--- src/rtl/stage_fetch_if.sv ---
// Instruction-memory channel: valid/ready fetch requests, in-order variable-latency responses.
interface stage_fetch_if;
  logic        imem_req_valid;
  logic        imem_req_ready;
  logic [31:0] imem_req_addr;
  logic        imem_rsp_valid;
  logic [31:0] imem_rsp_data;

  modport master (
    output imem_req_valid,
    output imem_req_addr,
    input  imem_req_ready,
    input  imem_rsp_valid,
    input  imem_rsp_data
  );

  modport slave (
    input  imem_req_valid,
    input  imem_req_addr,
    output imem_req_ready,
    output imem_rsp_valid,
    output imem_rsp_data
  );
endinterface

--- src/rtl/stage_fetch.sv ---
// RV32I fetch stage: credit-limited sequential fetch, response FIFO, registered output (2 edges rsp->instr).
// Stall freezes the output register and FIFO head while fetching continues within credit; redirect flushes.
module stage_fetch #(
  parameter logic [31:0] RESET_ADDR = 32'h0000_0000,
  parameter int          FIFO_DEPTH = 2,
  parameter logic [31:0] NOP_INSTR  = 32'h0000_0013
) (
  input  logic          clk,
  input  logic          rst,
  input  logic          stall,
  input  logic          redirect,
  input  logic [31:0]   redirect_addr,
  stage_fetch_if.master imem,
  output logic [31:0]   instr,
  output logic [31:0]   fetch_instr_addr,
  output logic [31:0]   fetch_instr_addr_plus,
  output logic          fetch_valid
);
  localparam int          CW      = $clog2(FIFO_DEPTH + 1);
  localparam int          AW      = $clog2(FIFO_DEPTH);
  localparam logic [CW:0] DEPTH_W = (CW + 1)'(FIFO_DEPTH);
  localparam logic [CW-1:0] ONE_C = CW'(1);
  localparam logic [AW-1:0] ONE_P = AW'(1);

  logic [31:0]   pc;
  logic [CW-1:0] outstanding;
  logic [CW-1:0] discard;
  logic [CW-1:0] fifo_count;
  logic [AW-1:0] fifo_wr;
  logic [AW-1:0] fifo_rd;
  logic [AW-1:0] aq_wr;
  logic [AW-1:0] aq_rd;
  logic [31:0]   fifo_instr [FIFO_DEPTH];
  logic [31:0]   fifo_addr  [FIFO_DEPTH];
  logic [31:0]   aq_addr    [FIFO_DEPTH];

  logic          credit_ok;
  logic          accept;
  logic          rsp_take;
  logic          rsp_drop;
  logic          rsp_keep;
  logic          fifo_pop;
  logic [CW-1:0] rsp_dec;

  // Credit covers both in-flight requests and buffered instructions, so the FIFO can never overflow.
  assign credit_ok           = ({1'b0, outstanding} + {1'b0, fifo_count}) < DEPTH_W;
  assign imem.imem_req_valid = !rst && !redirect && credit_ok;
  assign imem.imem_req_addr  = pc;

  assign accept   = imem.imem_req_valid && imem.imem_req_ready;
  assign rsp_take = imem.imem_rsp_valid && (outstanding != '0);
  assign rsp_drop = rsp_take && (discard != '0);
  assign rsp_keep = rsp_take && (discard == '0);
  assign fifo_pop = !stall && (fifo_count != '0);
  assign rsp_dec  = CW'(rsp_take);

  always_ff @(posedge clk) begin
    if (rst) begin
      pc                    <= RESET_ADDR;
      outstanding           <= '0;
      discard               <= '0;
      fifo_count            <= '0;
      fifo_wr               <= '0;
      fifo_rd               <= '0;
      aq_wr                 <= '0;
      aq_rd                 <= '0;
      instr                 <= NOP_INSTR;
      fetch_instr_addr      <= '0;
      fetch_instr_addr_plus <= '0;
      fetch_valid           <= 1'b0;
    end else if (redirect) begin
      // Everything still in flight belongs to the old path, including a response landing now.
      pc          <= redirect_addr;
      outstanding <= outstanding - rsp_dec;
      discard     <= outstanding - rsp_dec;
      fifo_count  <= '0;
      fifo_wr     <= '0;
      fifo_rd     <= '0;
      aq_wr       <= '0;
      aq_rd       <= '0;
      instr       <= NOP_INSTR;
      fetch_valid <= 1'b0;
    end else begin
      if (accept) begin
        pc             <= pc + 32'd4;
        aq_addr[aq_wr] <= pc;
        aq_wr          <= aq_wr + ONE_P;
      end
      outstanding <= outstanding + CW'(accept) - rsp_dec;
      if (rsp_drop) begin
        discard <= discard - ONE_C;
      end
      if (rsp_keep) begin
        fifo_instr[fifo_wr] <= imem.imem_rsp_data;
        fifo_addr[fifo_wr]  <= aq_addr[aq_rd];
        fifo_wr             <= fifo_wr + ONE_P;
        aq_rd               <= aq_rd + ONE_P;
      end
      if (!stall) begin
        if (fifo_count != '0) begin
          instr                 <= fifo_instr[fifo_rd];
          fetch_instr_addr      <= fifo_addr[fifo_rd];
          fetch_instr_addr_plus <= fifo_addr[fifo_rd] + 32'd4;
          fetch_valid           <= 1'b1;
          fifo_rd               <= fifo_rd + ONE_P;
        end else begin
          instr       <= NOP_INSTR;
          fetch_valid <= 1'b0;
        end
      end
      fifo_count <= fifo_count + CW'(rsp_keep) - CW'(fifo_pop);
    end
  end

  a_rsp_with_nothing_outstanding: assert property (@(posedge clk) disable iff (rst)
    !(imem.imem_rsp_valid && (outstanding == '0)));
  a_credit_bound: assert property (@(posedge clk) disable iff (rst)
    (({1'b0, outstanding} + {1'b0, fifo_count}) <= DEPTH_W));
  a_discard_bound: assert property (@(posedge clk) disable iff (rst)
    (discard <= outstanding));
endmodule
--- src/flat_wrapper.sv ---
// flat-port wrapper written by rule: the top's interface ports become plain ports
module stage_fetch_flat 
#(
  parameter logic [31:0] RESET_ADDR = 32'h0000_0000,
  parameter int          FIFO_DEPTH = 2,
  parameter logic [31:0] NOP_INSTR  = 32'h0000_0013
)
  (clk, rst, stall, redirect, redirect_addr, instr, fetch_instr_addr, fetch_instr_addr_plus, fetch_valid, imem_imem_req_valid, imem_imem_req_addr, imem_imem_req_ready, imem_imem_rsp_valid, imem_imem_rsp_data);
  stage_fetch_if imem_i ();
  input  logic clk;
  input  logic rst;
  input  logic stall;
  input  logic redirect;
  input  logic [31:0] redirect_addr;
  output logic [31:0] instr;
  output logic [31:0] fetch_instr_addr;
  output logic [31:0] fetch_instr_addr_plus;
  output logic fetch_valid;
  output wire logic [$bits(imem_i.imem_req_valid)-1:0] imem_imem_req_valid;
  output wire logic [$bits(imem_i.imem_req_addr)-1:0] imem_imem_req_addr;
  input wire logic [$bits(imem_i.imem_req_ready)-1:0] imem_imem_req_ready;
  input wire logic [$bits(imem_i.imem_rsp_valid)-1:0] imem_imem_rsp_valid;
  input wire logic [$bits(imem_i.imem_rsp_data)-1:0] imem_imem_rsp_data;
  assign imem_imem_req_valid = imem_i.imem_req_valid;
  assign imem_imem_req_addr = imem_i.imem_req_addr;
  assign imem_i.imem_req_ready = imem_imem_req_ready;
  assign imem_i.imem_rsp_valid = imem_imem_rsp_valid;
  assign imem_i.imem_rsp_data = imem_imem_rsp_data;
  stage_fetch #(.RESET_ADDR(RESET_ADDR), .FIFO_DEPTH(FIFO_DEPTH), .NOP_INSTR(NOP_INSTR)) u_core (.clk(clk), .rst(rst), .stall(stall), .redirect(redirect), .redirect_addr(redirect_addr), .imem(imem_i), .instr(instr), .fetch_instr_addr(fetch_instr_addr), .fetch_instr_addr_plus(fetch_instr_addr_plus), .fetch_valid(fetch_valid));
endmodule
--- config.mk ---
export PLATFORM = sky130hd
export DESIGN_NAME = stage_fetch_flat
export DESIGN_NICKNAME = d
export VERILOG_FILES = /design/src/rtl/stage_fetch_if.sv /design/src/rtl/stage_fetch.sv /design/src/flat_wrapper.sv
export SDC_FILE = /design/constraint.sdc
export NUM_CORES = 1
export LEC_CHECK = 0
export BUFFER_PORTS_ARGS = -buffer_cell sky130_fd_sc_hd__buf_2
export CAP_MARGIN = 20
export CORE_MARGIN = 4
export CORE_UTILIZATION = 51
export CTS_BUF_LIST = sky130_fd_sc_hd__clkbuf_4 sky130_fd_sc_hd__clkbuf_8 sky130_fd_sc_hd__clkbuf_16
export DETAILED_ROUTE_END_ITERATION = 6
export PLACE_DENSITY_LB_ADDON = 0.25
export SYNTH_ARGS = -nofsm -noshare
export SYNTH_HDL_FRONTEND = slang
export SYNTH_SLANG_ARGS = --single-unit
export TNS_END_PERCENT = 1
--- constraint.sdc ---
create_clock -name clk -period 6.4 [get_ports clk]
set_input_delay 0.64 -clock clk [delete_from_list [all_inputs] [get_ports clk]]
set_output_delay 0.64 -clock clk [all_outputs]
set_load 0.01 [all_outputs]
# Word-level counts from Yosys, hierarchy flattened
# Memories as Yosys holds them, arrays and structs flattened. A register that Yosys moved wholly into a read port is not among the register bits.
# Cells that the tools add are included.
[totals] regBits=139 mem_bits_rw=192 in_bits=70 output_inout_bits=130 n_memories=3
[mem_list] name="u_core.aq_addr" words=2 width=32 rd=1 rd_ports_with_merged_regs=1 wr=1 line_no="stage_fetch.sv:35" text="logic [31:0] aq_addr [FIFO_DEPTH];"
[mem_list] name="u_core.fifo_addr" words=2 width=32 rd=1 rd_ports_with_merged_regs=1 wr=1 line_no="stage_fetch.sv:34" text="logic [31:0] fifo_addr [FIFO_DEPTH];"
[mem_list] name="u_core.fifo_instr" words=2 width=32 rd=1 rd_ports_with_merged_regs=1 wr=1 line_no="stage_fetch.sv:33" text="logic [31:0] fifo_instr [FIFO_DEPTH];"
[op_classes] add_sub_neg=13 magnitude_cmp=1 mux=21 bitwise=2 reduce_logical=19
[op_table] operator="$mux 32" count=3
[op_table] operator="$add 32x3->32 const B" count=2
[op_table] operator="$mux 1" count=15
[op_table] operator="$reduce_bool 2->1" count=5
[op_table] operator="$logic_and 1x1->1" count=7
[op_table] operator="$mux 2" count=3
[op_table] operator="$sub 2x1->2" count=3
[op_table] operator="$add 1x1->1 const B" count=4
[op_table] operator="$add 2x1->2" count=2
[op_table] operator="$add 2x2->3" count=1
[op_table] operator="$logic_not 1->1" count=3
[op_table] operator="$lt 3x2->1 const B" count=1
[op_table] operator="$reduce_and 3->1" count=1
[op_table] operator="$logic_not 2->1" count=1
[op_table] operator="$not 1->1" count=2
[op_table] operator="$reduce_and 2->1" count=1
[op_table] operator="$reduce_or 2->1" count=1
[op_table] operator="$sub 2x1->2 const B" count=1

# Logic depth before layout (Yosys ltp)
# Gate-level depths: netlist (run 1).
[logic_depth] depth_word=8 ltp_mapped=11 mapped_depth_nobuf=10

# Least setup slack after synthesis (run 1)
# OpenSTA, ideal clock, no wires.
[synth_path] kind="input to register" startpoint="input redirect" endpoint="memory u_core.fifo_addr[0][0], enable pin" t_arrival_ps=6132 required_time_ps=5822 path_slack_ps=-310 path_stages=6 n_path_buf=3 path_cell_list="buf_6 -> inv_1 -> clkbuf_1 -> nand2_1 -> clkbuf_1 -> nor3b_1"
[synth_via] elab_chain_cells=3
[synth_rtl] item="start: declaration" line_no="flat_wrapper.sv:13" text="input logic redirect;"
[synth_rtl] item="$mux 1" line_no="stage_fetch.sv:71" text="end else if (redirect) begin"
[synth_rtl] item="$mux 1" line_no="stage_fetch.sv:58" text="if (rst) begin"
[synth_rtl] item="$mux 1 (not written as such)" line_no="stage_fetch.sv:95" text="fifo_addr[fifo_wr] <= aq_addr[aq_rd];"
[synth_rtl] item="end: declaration" line_no="stage_fetch.sv:34"
# No other way between the ends.

# Final worst setup path (run 1)
[layout_path] startpoint="register u_core.fifo_count[0]" endpoint="register u_core.pc[17], in the netlist u_core.imem.imem_req_addr[17]"
[layout_via] elab_chain_cells=5
[layout_rtl] item="start: declaration" line_no="stage_fetch.sv:28" text="logic [CW-1:0] fifo_count;"
[layout_rtl] item="start signal: assignment" line_no="stage_fetch.sv:111" text="fifo_count <= fifo_count + CW'(rsp_keep) - CW'(fifo_pop);"
[layout_rtl] item="$add 2x2->3" line_no="stage_fetch.sv:46" text="assign credit_ok = ({1'b0, outstanding} + {1'b0, fifo_count}) < DEPTH_W;"
[layout_rtl] item="$lt 3x2->1" line_no="stage_fetch.sv:46"
[layout_rtl] item="$logic_and 1x1->1" line_no="stage_fetch.sv:47" text="assign imem.imem_req_valid = !rst && !redirect && credit_ok;"
[layout_rtl] item="$logic_and 1x1->1" line_no="stage_fetch.sv:50" text="assign accept = imem.imem_req_valid && imem.imem_req_ready;"
[layout_rtl] item="$reduce_bool 2->1 (no line)"
[layout_rtl] item="end signal: assignment" line_no="stage_fetch.sv:73" text="pc <= redirect_addr;"
[layout_rtl] item="end signal: assignment" line_no="stage_fetch.sv:85" text="pc <= pc + 32'd4;"
[layout_rtl] item="end: declaration" line_no="stage_fetch.sv:25" text="logic [31:0] pc;"
# No other way between the ends.
# A chain may end at the register's enable or synchronous reset.

==> results.tsv, run 1 <==
metric	value	unit
grt_use_total	0.2017	
ant_nets	0	
die_area	0.02909	mm2
ff_latch_area	0.008552	mm2
antenna_found_initial	0	
synth_top_area_frac	0.4278	
timing.rr.end	u_core.imem.imem_req_addr[17]	
maxCapViolations	0	
root_buffer	clkbuf_16	
ys_types	61	
ir_worst_vdd	185.5	uV
synthFlopType	edfxtp_1	
met3_length	2274	um
ys_seq_elements	331	
endpoint	u_core.imem.imem_req_addr[17]	
cp_common_cell	inv_1	
grt_max_degree	73	
start_util	0.5172	
worst-endpoint-arrival	3850	ps
reg2reg_depth	9	
drive_gt1_frac	0.2493	
rsz0062_at_grt	no	
nNetsFinal	1399	
clkSlewWorstSetupHoldPaths	60	ps
ys_async_sr_fraction	0	
grt_remaining_overflow	0	
finalWirelength	30260	um
yosysWarnings	0	
clock_path_buffers	3	
vias_per_cell	5.674	
fillers	2093	
avgSynthCellArea	11.79	um2
cts_resized	0	
worstMarginPinSlew	1044	ps
critPathMaxFanout	25	
vias	9549	
grt_pass1_wl	47100	um
hpwl	20210	um
h-tree-depth	2	
die_w	170.6	um
core_area	0.02606	mm2
skew	17.37	ps
cpPeakStageDelay	710	ps
slew_headroom	0.3021	
synth_fp_nets	1221	
cp_slowest_cell	inv_1	
finalSetupViolCount	0	
syn_area	0.01348	mm2
top_layer	met4	
worst-r2r-setup-slack	2990	ps
cts_hold_buf	0	
clk_latency	510	ps
dieHeight	170.6	um
hold_class	in2reg	
wire_per_inst	17.98	um
dpl_cell_area	0.01472	mm2
io_pins	200	
synth_cells	1143	
cp-startpoint	u_core.fifo_count[0]	
status	finished clean	
crit_type	reg2reg	
synth_area_leader_cell	edfxtp_1	
grt_pass1_vias	8773	
port_buffers	199	
powerDensity	297.4	mW/mm2
period_needed	3407	ps
slew_viol_final	0	
worstPathRequired	6840	ps
cts_tree	built	
drc_errors	0	
fmax	293.5	MHz
final_hold_viol_count	0	
first_iter_violations	823	
tns	0	ps
numClockSinks	331	
worstPathCellList	inv_1 -> nor2_1 -> fa_1 -> nor4_4 -> nand2_2 -> inv_1 -> nand3_1 -> or4_1 -> a31oi_1	
end_kind	flop	
route.met2.wl	13290	um
row_count	59	
ys_top_cells_by_count	edfxtp_1, nor2_1, dfxtp_1	
fin_area	0.01586	mm2
p_leak	5.743	nW
synth_edf_count	192	
rr_startpoint	u_core.fifo_count[0]	
post-route-period-util	0.5323	
critPathLaunchType	flop	
numCtsBuffers	35	
diodes	0	
gp_congestion	0.8347	
yosysSeqAreaShare	0.6343	
multiInputGateArea	0.004607	mm2
postCtsSetupBuffers	0	
hold_slack	314.4	ps
syn_to_final_growth	17.68	%
dr.pass1.iters	6	
met1_length	14170	um
synth_most_common_cell	edfxtp_1	
synthTopCellsByArea	edfxtp_1, dfxtp_1, mux2i_1, mux2_2, nor2_1	
[worst min-delay path by stage]
stage	start	end	slack, ps	cells after the start
floorplan	u_core.fetch_instr_addr_plus[4]	u_core.fetch_instr_addr_plus[4]	480	2
global placement	u_core.fetch_instr_addr_plus[4]	u_core.fetch_instr_addr_plus[4]	440	2
detailed placement	u_core.fetch_instr_addr[23]	u_core.fetch_instr_addr[23]	450	2
CTS	imem_imem_rsp_data[15]	u_core.fifo_instr[0][15]	290	1
global route	imem_imem_rsp_data[24]	u_core.fifo_instr[0][24]	290	1
finish	imem_imem_rsp_data[12]	u_core.fifo_instr[0][12]	310	1
[where the power goes]
group | switching (mW) | internal [mW]
Sequential | 0.0624 | 2.34
Combinational | 0.239 | 0.156
Clock | 0.787 | 1.13
Total | 1.09 | 3.63
[critical path: cells and delay by family (launching register included)]
| kind | cells | cell delay [ps] |
|---|---|---|
| adders and majority gates | 1 | 470 |
| AOI/OAI and AO/OA | 1 | 160 |
| buffers and inverters | 2 | 790 |
| DFF | 1 | 370 |
| and+or+nand+nor | 5 | 1550 |
[area by class of cell]
type | instances | area share
clock buffer | 53 | 0.06533
clock inverter | 11 | 0.004813
inverter | 16 | 0.003787
multi-input combinational | 726 | 0.2905
sequential | 331 | 0.5392
tap | 335 | 0.02643
timing repair buffer | 211 | 0.06990
[state kept, by name, summed over array words and instances (netlist names), 2 cells and up, named ones only]
name	flops
u_core.instr	32
u_core.fifo_count	2
u_core.fetch_instr_addr_plus	32
u_core.aq_addr	64
u_core.fifo_instr	64
u_core.fifo_addr	64
u_core.outstanding	2
u_core.imem.imem_req_addr	32
u_core.discard	2
u_core.fetch_instr_addr	30
[cell usage in the layout (no fill, tap or decap), types with 7 or more instances in the layout]
cell,instances
and4_1,7
or3_1,9
a221oi_1,7
mux2_2,49
buf_2,198
nand3_1,47
inv_1,16
nor3_1,22
xnor2_1,13
mux2i_1,59
o21ai_0,24
nand2_1,100
o211ai_1,7
or4_1,7
dfxtp_1,138
a211oi_1,27
a21oi_1,59
clkbuf_4,14
nand3b_1,12
buf_4,12
a31oi_1,12
nor2_1,139
and3_1,11
nand4_1,19
nor4_1,12
edfxtp_1,192
a22oi_1,9
ha_1,7
clkbuf_16,35
[per-layer routing]
metal  global-route usage  up-vias
met5                    0        -
met2               0.3016      360
met4              0.05139        0
met3              0.04228       37
met1               0.3031     4536
li1                     -     4616
[per-stage QoR]
stage | util | cells | power, mW | setup WS [ps]
2_1_floorplan | - | 1143 | 2.698 | 1967
3_3_place_gp | 0.5648 | 1618 | 2.832 | 3033
3_5_place_dp | 0.5648 | 1618 | 2.842 | 2953
4_1_cts | 0.6075 | 1682 | 4.758 | 3019
5_1_grt | 0.6086 | 1683 | 4.898 | 2825
6_report | 0.6086 | 1683 | 4.717 | 2993
[cell families (layout without fill, tap and decap cells)]
logic type,after synthesis,count (layout),share of synthesized area
simple gates,408,408,0.1437
flops,331,331,0.6343
compound gates,186,186,0.09247
mux,108,108,0.08476
buf+inv,86,291,0.02637
xor+xnor,16,16,0.01040
fa+ha+maj,8,8,0.007984
Power figures use the tool's default switching activity.
==> inputs of run 2 (changes only) <==
clock period = 2.9 ns   (was 6.4 ns; I/O delays follow)
==> run 2 against run 1 <==
  * Worst hold slack got worse by 290 ps
  * Sequential share of layout area is 2.0 points lower
  * First-iteration DRC count down 8.5%
  * Fmax is 24% higher
  * Sequential power increased by 120%
  * Power up 130%
  * Worst setup slack got worse by 2800 ps
  * Final area increased by 3.8%
  * Register-to-register slack worse by 2800 ps
  * Clock-buffer cell count shrank 6
  * Largest power group unchanged
==> results.tsv, run 2 (synthesized netlist as in run 1, its figures left out) <==
metric	value	unit	change
p_total	10.73	mW	was 4.717 mW
worstPathCellList	inv_1 -> nor2_1 -> fa_1 -> nor4_4 -> nand2_2 -> or4_1 -> or3_1 -> a311oi_1		was inv_1 -> nor2_1 -> fa_1 -> nor4_4 -> nand2_2 -> inv_1 -> nand3_1 -> or4_1 -> a31oi_1
cpPeakStageDelay	660	ps	was 710 ps
worstMarginPinSlew	909.0	ps	was 1044 ps
post-route-period-util	0.9470		was 0.5323
io_pins	200		unchanged
grt_pass1_vias	9253		was 8773
h-tree-depth	2		unchanged
cts_resized	0		unchanged
wire_per_inst	17.97	um	was 17.98 um
dieHeight	170.6	um	unchanged
final_hold_viol_count	0		unchanged
vias_per_cell	5.638		was 5.674
hpwl	20770	um	was 20210 um
slew_headroom	0.3894		was 0.3021
path_delay_family	simple AND/OR/NAND/NOR gates		unchanged
antenna_found_initial	0		unchanged
cts_tree	built		unchanged
root_buffer	clkbuf_16		unchanged
fmax	364.1	MHz	was 293.5 MHz
drc_errors	0		unchanged
tns	0	ps	unchanged
maxCapViolations	0		unchanged
period_needed	2746	ps	was 3407 ps
min_path_cells	3		was 1
finalSetupViolCount	0		unchanged
grt_pass1_wl	49250	um	was 47100 um
grt_use_total	0.2090		was 0.2017
clkSlewWorstSetupHoldPaths	70	ps	was 60 ps
grt_remaining_overflow	0		unchanged
worst-endpoint-arrival	3160	ps	was 3850 ps
start_util	0.5172		unchanged
powerDensity	651.8	mW/mm2	was 297.4 mW/mm2
timing.rr.end	u_core.imem.imem_req_addr[30]		was u_core.imem.imem_req_addr[17]
cts_hold_buf	32		was 0
layout_commonest_cell	buf_2		unchanged
clock_path_buffers	3		unchanged
hold_class	in2reg		unchanged
finalWirelength	31230	um	was 30260 um
hp-start	redirect_addr[19]		was imem_imem_rsp_data[12]
numCtsBuffers	34		was 35
reg_top3	u_core.aq_addr: 64 flops, u_core.fifo_addr: 64 flops, u_core.fifo_instr: 64 flops		unchanged
ant_nets	0		unchanged
fillers	2051		was 2093
row_count	59		unchanged
p_leak	6.029	nW	was 5.743 nW
first_iter_violations	753		was 823
die_area	0.02909	mm2	unchanged
vias	9799		was 9549
critPathMaxFanout	7		was 25
die_w	170.6	um	unchanged
nNetsFinal	1455		was 1399
core_area	0.02606	mm2	unchanged
critPathLaunchType	flop		unchanged
postCtsSetupBuffers	0		unchanged
layout.cells.most_common_list	buf_2, edfxtp_1, nor2_1		unchanged
gp_congestion	0.8468		was 0.8347
port_buffers	199		unchanged
worstPathRequired	3310	ps	was 6840 ps
holdPathEnd	u_core.imem.imem_req_addr[19]		was u_core.fifo_instr[0][12]
dr.pass1.iters	5		was 6
skew	11.32	ps	was 17.37 ps
end_kind	flop		unchanged
reg2reg_depth	8		was 9
syn_to_final_growth	22.12	%	was 17.68%
ir_worst_vdd	560.1	uV	was 185.5 uV
worst-r2r-setup-slack	150	ps	was 2990 ps
crit_type	reg2reg		unchanged
rsz0062_at_grt	no		unchanged
status	finished clean		unchanged
grt_max_degree	65		was 73
critPathBufInv	1		was 2
drive_gt1_frac	0.2518		was 0.2493
clk_latency	500	ps	was 510 ps
numClockSinks	331		unchanged
slew_viol_final	0		unchanged
cp_slowest_cell	or4_1		was inv_1
rr_startpoint	u_core.fifo_count[0]		unchanged
-- run 2: changes by cell type in the layout (fill, tap and decap cells not counted), sizes merged, moves of 3 or more --
cell / previous run / this run
clkinvlp: 4 / 1
buf: 211 / 236
clkbuf: 53 / 47
dlygate4sd3: 0 / 32
bufinv: 0 / 4
clkinv: 4 / 8
-- run 2: area by class of cell --
| type | instances | area [um2] | area share |
|---|---|---|---|
| flip-flops and latches | 331 | 8552 | 0.5196 |
| clock inverters | 14 | 170.2 | 0.01034 |
| diodes | 1 | 2.502 | 0.0001520 |
| inverters | 16 | 60.06 | 0.003649 |
| multi-input cells | 726 | 4612 | 0.2802 |
| well taps | 335 | 419.2 | 0.02547 |
| repair buffers | 268 | 1647 | 0.1000 |
| clock buffers | 47 | 996.0 | 0.06051 |
-- run 2: worst max-delay path by stage --
stage	from	to	slack, ps	depth (start not counted)
global placement	u_core.fifo_count[0]	u_core.imem.imem_req_addr[30]	250	8
floorplan	flop	u_core.fetch_instr_addr_plus[24]	-170	11
global route	u_core.fifo_count[0]	u_core.imem.imem_req_addr[30]	50	8
CTS	u_core.fifo_count[0]	u_core.imem.imem_req_addr[30]	170	8
finish	u_core.fifo_count[0]	u_core.imem.imem_req_addr[30]	150	8
detailed placement	u_core.fifo_count[0]	u_core.imem.imem_req_addr[30]	200	8
-- run 2: power breakdown --
part           leakage (nW)  internal [mW]  total [mW]  switching [mW]
Clock                 0.580           2.76        4.49            1.72
Combinational          2.57          0.396       0.942           0.547
Sequential             2.87           5.17        5.30           0.128
-- run 2: metal layers --
layer	vias up	GRT usage	part of all wire	routed length, um
met5	-	0	0	0
met3	57	0.03327	0.067	2083
met4	0	0.05556	0.021	654
met1	4674	0.3168	0.47	14680
met2	335	0.3159	0.44	13820
li1	4733	-	-	-
-- run 2: per-stage QoR --
stage / area, um2 / utilization / instances / hold WS (ps) / worst slack, ps
floorplan: 13500 / - / 1143 / 388.9 / -167.7
global placement: 14970 / 0.5744 / 1644 / 443.1 / 247.5
detailed placement: 14970 / 0.5744 / 1644 / 442.7 / 201.1
CTS: 16460 / 0.6315 / 1737 / 10.85 / 171.9
global route: 16460 / 0.6315 / 1737 / 23.82 / 53.43
finish: 16460 / 0.6316 / 1738 / 28.48 / 153.7
-- run 2: tightest hold or removal path: cells and delay by family --
family,cells,cell delay [ps]
buffers and inverters,1,90
AOI/OAI and AO/OA,1,50
and+or+nand+nor,1,50
==> inputs of run 3 (changes only) <==
CORE_MARGIN = 5   (was 4)
CORE_UTILIZATION = 55   (was 51)
clock period = 2.8 ns   (was 2.9 ns; I/O delays follow)
==> run 3 against run 2 <==
  * Final area up 0.16%
  * Largest cell class unchanged
  * Utilization up 4.8 points
  * Die area shrank 4.7%
  * Highest routed layer unchanged
  * Sequential cell count did not move
  * Non-clock buffer count increased by 5
  * Clock skew rose by 1.2 ps
  * Routed wire length shrank 0.28%
  * Register-to-register slack worse by 30 ps
  * Sequential power grew 4%
  * Global-route usage rose by 1.0 points
  * Critical path depth unchanged
==> results.tsv, run 3 (synthesized netlist as in run 1, its figures left out) <==
metric	value	unit	change
hold_slack	13.59	ps	was 28.48 ps
vias	9755		was 9799
layout_commonest_cell	buf_2		unchanged
crit_type	reg2reg		unchanged
finalSetupViolCount	0		unchanged
ir_worst_vdd	536.2	uV	was 560.1 uV
antenna_found_initial	0		unchanged
grt_max_degree	66		was 65
clock_path_buffers	3		unchanged
dp.cells	1633		was 1644
status	finished clean		unchanged
drive_gt1_frac	0.2555		was 0.2518
end_kind	flop		unchanged
cpPeakStageDelay	580	ps	was 660 ps
rr_startpoint	u_core.fifo_count[0]		unchanged
ant_nets	0		unchanged
skew	12.55	ps	was 11.32 ps
vias_per_cell	5.629		was 5.638
h-tree-depth	2		unchanged
slew_viol_final	0		unchanged
worst-endpoint-arrival	3090	ps	was 3160 ps
clkSlewWorstSetupHoldPaths	60	ps	was 70 ps
path_delay_family	simple AND/OR/NAND/NOR gates		unchanged
p_leak	6.052	nW	was 6.029 nW
cts_tree	built		unchanged
diodes	0		was 1
p_int	8.529	mW	was 8.330 mW
p_sw_frac	0.2265		was 0.2235
first_iter_violations	821		was 753
core_area	0.02425	mm2	was 0.02606 mm2
root_buffer	clkbuf_16		unchanged
rsz0062_at_grt	no		unchanged
critPathLaunchType	flop		unchanged
die_w	166.5	um	was 170.6 um
switchingPower	2.498	mW	was 2.398 mW
hold_class	in2reg		unchanged
cp-startpoint	u_core.fifo_count[0]		unchanged
start_util	0.5558		was 0.5172
fmax	373.5	MHz	was 364.1 MHz
syn_to_final_growth	22.32	%	was 22.12%
grt_pass1_wl	50110	um	was 49250 um
post-route-period-util	0.9561		was 0.9470
wire_per_inst	17.97	um	about the same
critPathBufInv	1		unchanged
cp_slowest_cell	or4_4		was or4_1
critPathMaxFanout	7		unchanged
grt_remaining_overflow	0		unchanged
grt_pass1_vias	9378		was 9253
layout.cells.non_filler	1733		was 1738
row_count	57		was 59
fillers	1806		was 2051
p_total	11.03	mW	was 10.73 mW
pwr-share-comb	0.090		was 0.088
numClockSinks	331		unchanged
hpwl	20800	um	was 20770 um
layout.cells.most_common_list	buf_2, edfxtp_1, nor2_1		unchanged
gp_congestion	0.8515		was 0.8468
nNetsFinal	1461		was 1455
powerDensity	668.9	mW/mm2	was 651.8 mW/mm2
clk_latency	510	ps	was 500 ps
worstPathCellList	inv_1 -> nor2_1 -> fa_1 -> nor4_4 -> nand2_2 -> or4_4 -> or3_1 -> a311oi_1		was inv_1 -> nor2_1 -> fa_1 -> nor4_4 -> nand2_2 -> or4_1 -> or3_1 -> a311oi_1
maxCapViolations	0		unchanged
worstMarginPinSlew	723.2	ps	was 909.0 ps
finalWirelength	31140	um	was 31230 um
period_needed	2677	ps	was 2746 ps
port_buffers	199		unchanged
dieHeight	166.5	um	was 170.6 um
worstPathRequired	3220	ps	was 3310 ps
p_seq_frac	0.498		was 0.494
slew_headroom	0.5142		was 0.3894
numCtsBuffers	35		was 34
hp-start	redirect_addr[7]		was redirect_addr[19]
grt_use_total	0.2195		was 0.2090
reg_top3	u_core.aq_addr: 64 flops, u_core.fifo_addr: 64 flops, u_core.fifo_instr: 64 flops		unchanged
final_hold_viol_count	0		unchanged
dr.pass1.iters	5		unchanged
p_clk_frac	0.413		was 0.418
die_area	0.02773	mm2	was 0.02909 mm2
io_pins	200		unchanged
drc_errors	0		unchanged
run 3: changes by cell type in the layout (fill, tap and decap cells not counted), sizes merged:
cell | before | now
bufinv | 4 | 2
diode | 1 | 0
inv | 17 | 16
dlygate4sd3 | 32 | 37
clkinvlp | 1 | 2
clkbuf | 47 | 48
clkinv | 8 | 11
run 3: power groups by stage:
stage                     sequential, mW  clock (mW)  combinational (mW)
after floorplan                     5.59           0               0.587
after global placement              5.58           0               0.922
after detailed placement            5.59           0               0.939
after CTS                           5.49        4.65               0.988
after global routing                5.51        4.87                1.09
final                               5.49        4.55               0.989
run 3: timing repair:
action                     in CTS  in global routing
resized for setup               0                  1
hold buffers                   37                  0
hold endpoints to repair       69                  0
setup endpoints to repair       0                  1
buffers inserted                0                  0
run 3: area by class of cell:
cell class                      instances  area (um2)  area share
Clock buffer                           48        1027     0.06232
Sequential cell                       331        8552      0.5188
Inverter                               16       60.06    0.003643
Clock inverter                         15       127.6    0.007742
Tap cell                              324       405.4     0.02459
Timing Repair Buffer                  273        1697      0.1029
Multi-Input combinational cell        726        4616      0.2800
run 3: layer usage:
metal	GRT usage	vias up	wire length, um
li1	-	4729	-
met1	0.3232	4653	14510
met2	0.3342	329	13980
met3	0.04930	44	2117
met4	0.05443	0	534
met5	0	-	0
run 3: worst reg2reg max path, stage by stage, from the launching register on:
cell and delay [ps]:
dfxtp_1 380, inv_1 90, nor2_1 130, fa_1 470
nor4_4 270, nand2_2 100, or4_4 580, or3_1 320
a311oi_1 250
run 3: path summary, 6_finish.rpt:
| check | end | slack (ps) | depth (start not counted) |
|---|---|---|---|
| max | u_core.imem.imem_req_addr[30] | 120 | 8 |
| min | u_core.imem.imem_req_addr[7] | 10 | 3 |
| max reg2reg | u_core.imem.imem_req_addr[30] | 120 | 8 |
| min reg2reg | u_core.fetch_instr_addr_plus[11] | 450 | 2 |
run 3: through the flow:
stage	area, um2	setup TNS, ps	util	setup slack (ps)
finish	16480	0	0.6798	123.0
global route	16480	0	0.6798	30.59
CTS	16480	0	0.6797	74.09
detailed placement	14960	0	0.6168	107.8
global placement	14960	0	0.6168	174.6
floorplan	13520	-8753	-	-119.3
